===== src/rtl/instr_sequencer_pkg.sv =====
// Shared types and constants for the instr_sequencer block.
package seq_pkg;

    localparam int INSTR_W = 9;
    localparam logic [INSTR_W-1:0] HALT_INSTR = 9'h1FF;
    localparam logic [2:0] CMP_OP = 3'b000;

    typedef enum logic [2:0] {
        IDLE,
        FETCH,
        EXEC,
        MEM,
        HALT
    } seq_state_t;

endpackage


===== src/rtl/instr_sequencer_sat_counter.sv =====
// Saturating up-counter with synchronous clear; holds at all-ones instead of wrapping.
module sat_counter #(
    parameter int CNT_W = 16
) (
    input  logic             clk,
    input  logic             reset,
    input  logic             clear,
    input  logic             inc,
    output logic [CNT_W-1:0] count
);

    always_ff @(posedge clk or posedge reset) begin
        if (reset) begin
            count <= '0;
        end else if (clear) begin
            count <= '0;
        end else if (inc && (count != '1)) begin
            count <= count + 1'b1;
        end
    end

endmodule


===== src/rtl/instr_sequencer.sv =====
// Multi-cycle fetch/execute/memory sequencer for the 9-bit core.
// Optional retired-instruction counter built when SEQ_RETIRE_CNT_EN is defined.
module instr_sequencer
    import seq_pkg::*;
#(
    parameter int CNT_W = 16
) (
    input  logic               clk,
    input  logic               reset,
    input  logic               start,
    input  logic [INSTR_W-1:0] instr,
    input  logic               ctl_reg_wr_en,
    input  logic               ctl_dat_wr_en,
    input  logic               ctl_reg_alu_dat_sel,
    input  logic [2:0]         alu_flags,
    input  logic               dat_ack,
    output logic [INSTR_W-1:0] ir,
    output logic [2:0]         flags_q,
    output logic               pc_clr,
    output logic               pc_en,
    output logic               reg_wr,
    output logic               dat_req,
    output logic               dat_wr,
    output logic               busy,
    output logic               done,
    output logic [CNT_W-1:0]   retired
);

    seq_state_t state, state_nxt;
    logic       flag_ld;
    logic       seq_clr;

    always_ff @(posedge clk or posedge reset) begin
        if (reset) begin
            state <= IDLE;
        end else begin
            state <= state_nxt;
        end
    end

    // pc_clr is gated with reset so a start held during reset cannot leak a strobe.
    always_comb begin
        state_nxt = state;
        pc_clr    = 1'b0;
        pc_en     = 1'b0;
        reg_wr    = 1'b0;
        dat_req   = 1'b0;
        dat_wr    = 1'b0;
        busy      = 1'b0;
        done      = 1'b0;
        flag_ld   = 1'b0;
        seq_clr   = 1'b0;
        case (state)
            IDLE: begin
                seq_clr = 1'b1;
                if (start) begin
                    pc_clr    = ~reset;
                    state_nxt = FETCH;
                end
            end
            FETCH: begin
                busy      = 1'b1;
                state_nxt = (instr == HALT_INSTR) ? HALT : EXEC;
            end
            EXEC: begin
                busy = 1'b1;
                if (ctl_reg_alu_dat_sel || ctl_dat_wr_en) begin
                    state_nxt = MEM;
                end else begin
                    reg_wr    = ctl_reg_wr_en;
                    pc_en     = 1'b1;
                    flag_ld   = (ir[8:6] == CMP_OP);
                    state_nxt = FETCH;
                end
            end
            MEM: begin
                busy    = 1'b1;
                dat_req = 1'b1;
                dat_wr  = ctl_dat_wr_en;
                if (dat_ack) begin
                    reg_wr    = ctl_reg_wr_en;
                    pc_en     = 1'b1;
                    state_nxt = FETCH;
                end
            end
            HALT: begin
                done = 1'b1;
                if (start) begin
                    pc_clr    = ~reset;
                    seq_clr   = 1'b1;
                    state_nxt = FETCH;
                end
            end
            default: state_nxt = IDLE;
        endcase
    end

    always_ff @(posedge clk or posedge reset) begin
        if (reset) begin
            ir      <= '0;
            flags_q <= '0;
        end else begin
            if (state == FETCH) begin
                ir <= instr;
            end
            if (seq_clr) begin
                flags_q <= '0;
            end else if (flag_ld) begin
                flags_q <= alu_flags;
            end
        end
    end

    // Every retiring cycle is exactly a pc_en cycle, so it doubles as the count enable.
`ifdef SEQ_RETIRE_CNT_EN
    sat_counter #(.CNT_W(CNT_W)) u_retire_cnt (
        .clk   (clk),
        .reset (reset),
        .clear (seq_clr),
        .inc   (pc_en),
        .count (retired)
    );
`else
    assign retired = '0;
`endif

endmodule


===== config.mk =====
export PLATFORM = sky130hd
export DESIGN_NAME = instr_sequencer
export DESIGN_NICKNAME = d
export VERILOG_FILES = /design/src/rtl/instr_sequencer_pkg.sv /design/src/rtl/instr_sequencer_sat_counter.sv /design/src/rtl/instr_sequencer.sv
export SDC_FILE = /design/constraint.sdc
export NUM_CORES = 1
export LEC_CHECK = 0
export CAP_MARGIN = 5
export CELL_PAD_IN_SITES_DETAIL_PLACEMENT = 1
export CELL_PAD_IN_SITES_GLOBAL_PLACEMENT = 1
export CORE_AREA = 4 4 47 81
export DETAILED_ROUTE_END_ITERATION = 6
export DIE_AREA = 0 0 51 85
export PLACE_DENSITY = 0.83
export SLEW_MARGIN = 20
export SYNTH_ARGS = -nofsm -noshare
export SYNTH_HDL_FRONTEND = slang
export SYNTH_SLANG_ARGS = --single-unit

===== constraint.sdc =====
create_clock -name clk -period 3.9 [get_ports clk]
set_clock_uncertainty 0.2 [all_clocks]
set_input_delay 0.78 -clock clk [delete_from_list [all_inputs] [get_ports clk]]
set_output_delay 0.78 -clock clk [all_outputs]
set_load 0.005 [all_outputs]

==> flow_metrics.tcl <==
set metrics [dict create \
    drc_errors 0 \
    ant_nets 0 \
    drt-total-wl_microns 2360 \
    synth_area_per_cell_sq_um 10.9 \
    avgRoutedWirePerCell_microns 14.5 \
    grtUsageTotal_pct 11.5 \
    drive_gt1_share_pct 18.3 \
    root_buffer "clkbuf_8" \
    grt_overflow_total 0 \
    nets 140 \
    initial_core_util_pct 27.3 \
    layoutNonFillerInstCount 163 \
    fin_crit_sh_pct 92.6 \
    finalSetupTns_ns 0 \
    fmax_ghz 0.277 \
    ctsHoldBuffers 0 \
    synth_cell_type_count 27 \
    yosys.area_share.simple_pct 18.7 \
    ys_seq_area_share_pct 43.7 \
    holdWs_ns 0.306 \
    synth_top_family_by_area "simple AND/OR/NAND/NOR gates" \
    maxCapViolations 0 \
    synth_area_sq_um 858 \
    num_rows 27 \
    hold_viol 0 \
    synth_fa_ha_area_share_pct 0 \
    crit_path_start_kind "input port" \
    cts.sinks 15 \
    outcome "finished clean" \
    drt_iter0_markers 18 \
    slew_violations 0 \
    clk-insertion-delay-late_ns 0.25 \
    clock_path_buffers 2 \
    chipHeight_microns 85 \
    vias 688 \
    yosys.area_share.xor_xnor_pct 0 \
    netlist_instances 79 \
    dp_cells 159 \
    irDropWorstVdd_v 0.000332 \
    antenna_found_initial 0 \
    cts_tree "built" \
    grt_pass1_wl_microns 3780 \
    n_antenna_cell 0 \
    fin_crit_ns 3.61 \
    path_class "input port to output pin" \
    grt_pass1_vias 790 \
    arrival_ns 2.63 \
    htree_levels 1 \
    gp_congestion 0.714 \
    cp.required_ns 2.92 \
    routed_via_density 4.22 \
    power.total_w 0.000775 \
    synth-seq-cells 15 \
    cts_setup_buffers 0 \
    rsz0062_at_grt "false" \
    hold_path_class "flop to flop" \
    die_w_microns 51 \
    yosys_warnings 0 \
    drtPass1Iterations 3 \
    place.detailed.hpwl_microns 2000 \
    grt_max_degree 16 \
    fillers 367 \
    setup_viol 0 \
    synthMuxAreaShare_pct 15.3 \
    area_growth_pct 48.3 \
    die_area_sq_um 4340 \
    coreArea_sq_um 3140 \
    numCtsBuffers 3 \
    io_pins 54 \
    cts_resized 0 \
    clkTransAtPathRegs_ns 0.06 \
    io_buffers 37 \
    cellLeakagePower_nw 0.532 \
    crit_path_end_kind "output pin" \
    power_density_nw_per_um2 609 \
    path_max_fanout 3 \
    synth_compound_area_share_pct 6.12 \
]
-- where the power goes --
part / internal (W) / switching [W] / leakage [nW]
logic: 0.000244 / 0.000133 / 0.324
clock network: 0.0000707 / 0.0000548 / 0.0255
registers: 0.000222 / 0.0000501 / 0.182
-- final timing paths --
kind                                      start                      to  slack, ns  depth (start not counted)
hold reg to reg               ir[0]$_DFFE_PP0P_       ir[0]$_DFFE_PP0P_       0.31                          1
min in group asynchronous                 reset  flags_q[1]$_DFFE_PP0P_       0.66                          3
max in group asynchronous                 reset       ir[5]$_DFFE_PP0P_       2.66                          3
setup / recovery                  ctl_dat_wr_en                  reg_wr       0.29                          5
setup reg to reg           state[0]$_DFFE_PP0P_  flags_q[2]$_DFFE_PP0P_       2.08                          3
hold / removal                ir[0]$_DFFE_PP0P_       ir[0]$_DFFE_PP0P_       0.31                          1
-- cell usage in the layout (no fill, tap or decap), drive strengths merged, types with 2 or more instances in the layout --
cell,Yosys,routed
and2,3,3
and3,2,2
buf,17,2
clkbuf,0,3
clkdlybuf4s50,0,37
conb,1,16
dfrtp,15,15
inv,2,2
mux2,9,9
mux2i,3,3
nand2,3,3
nand3,2,2
nor2,2,2
nor2b,2,2
o21ai,6,6
-- Yosys cell counts (all sizes together) --
cell type,instances,area [sq um]
buf,17,128
dfrtp,15,375
mux2,9,101
o21ai,6,30.0
and2,3,20.0
mux2i,3,30.0
nand2,3,11.3
and3,2,13.8
inv,2,7.51
nand3,2,10.0
nor2,2,7.51
nor2b,2,12.5
a21o,1,7.51
a21oi,1,5.00
a32o,1,10.0
and4,1,8.76
conb,1,3.75
nand2b,1,6.26
nand4,1,6.26
nor3b,1,7.51
nor4,1,21.3
or2,1,6.26
or3,1,7.51
or4,1,11.3
or4b,1,10.0
-- critical path, stage by stage --
cell,delay (ns)
clkdlybuf4s50_1,0.48
or3_2,0.50
a21oi_1,0.21
and2_1,0.16
clkdlybuf4s50_1,0.50
-- per-layer routing --
| layer | share of wire, % | routed length, microns | GRT usage [%] |
|---|---|---|---|
| met5 | 0 | 0 | 0 |
| met4 | 0.89 | 21 | 5.15 |
| met3 | 6.6 | 157 | 2.64 |
| met2 | 60 | 1420 | 22.7 |
| met1 | 32 | 764 | 10.6 |
-- area by class of cell --
class	instances	area, sq um	share of cell area, %
clock buffer	3	41.3	3.24
tap	43	53.8	4.23
inverter	2	7.51	0.590
multi-input combinational	60	404	31.8
clock inverter	1	5.00	0.393
sequential	15	375	29.5
timing repair buffer	39	385	30.3
-- metrics by stage --
step / worst slack [ns] / cell area (sq um) / utilization (%)
final: 0.288 / 1270 / 40.5
after CTS: 0.284 / 1270 / 40.5
after global routing: 0.224 / 1270 / 40.5
after detailed placement: 0.296 / 1230 / 39.0
after floorplan: 1.33 / 915 / -
after global placement: 0.393 / 1230 / 39.0
-- sequential cells by signal, summed over array words and instances (netlist names) --
signal   cells
flags_q      3
ir           9
state        3
-- kinds of logic (layout without fill, tap and decap cells) --
| family | after synthesis | after routing |
|---|---|---|
| other | 1 | 16 |
| flip-flops | 15 | 15 |
| buffers and inverters | 19 | 45 |
| multiplexers | 12 | 12 |
| AO/OA/AOI/OAI | 9 | 9 |
| AND/OR/NAND/NOR | 23 | 23 |
No activity file was read; power rests on OpenSTA's default activity.
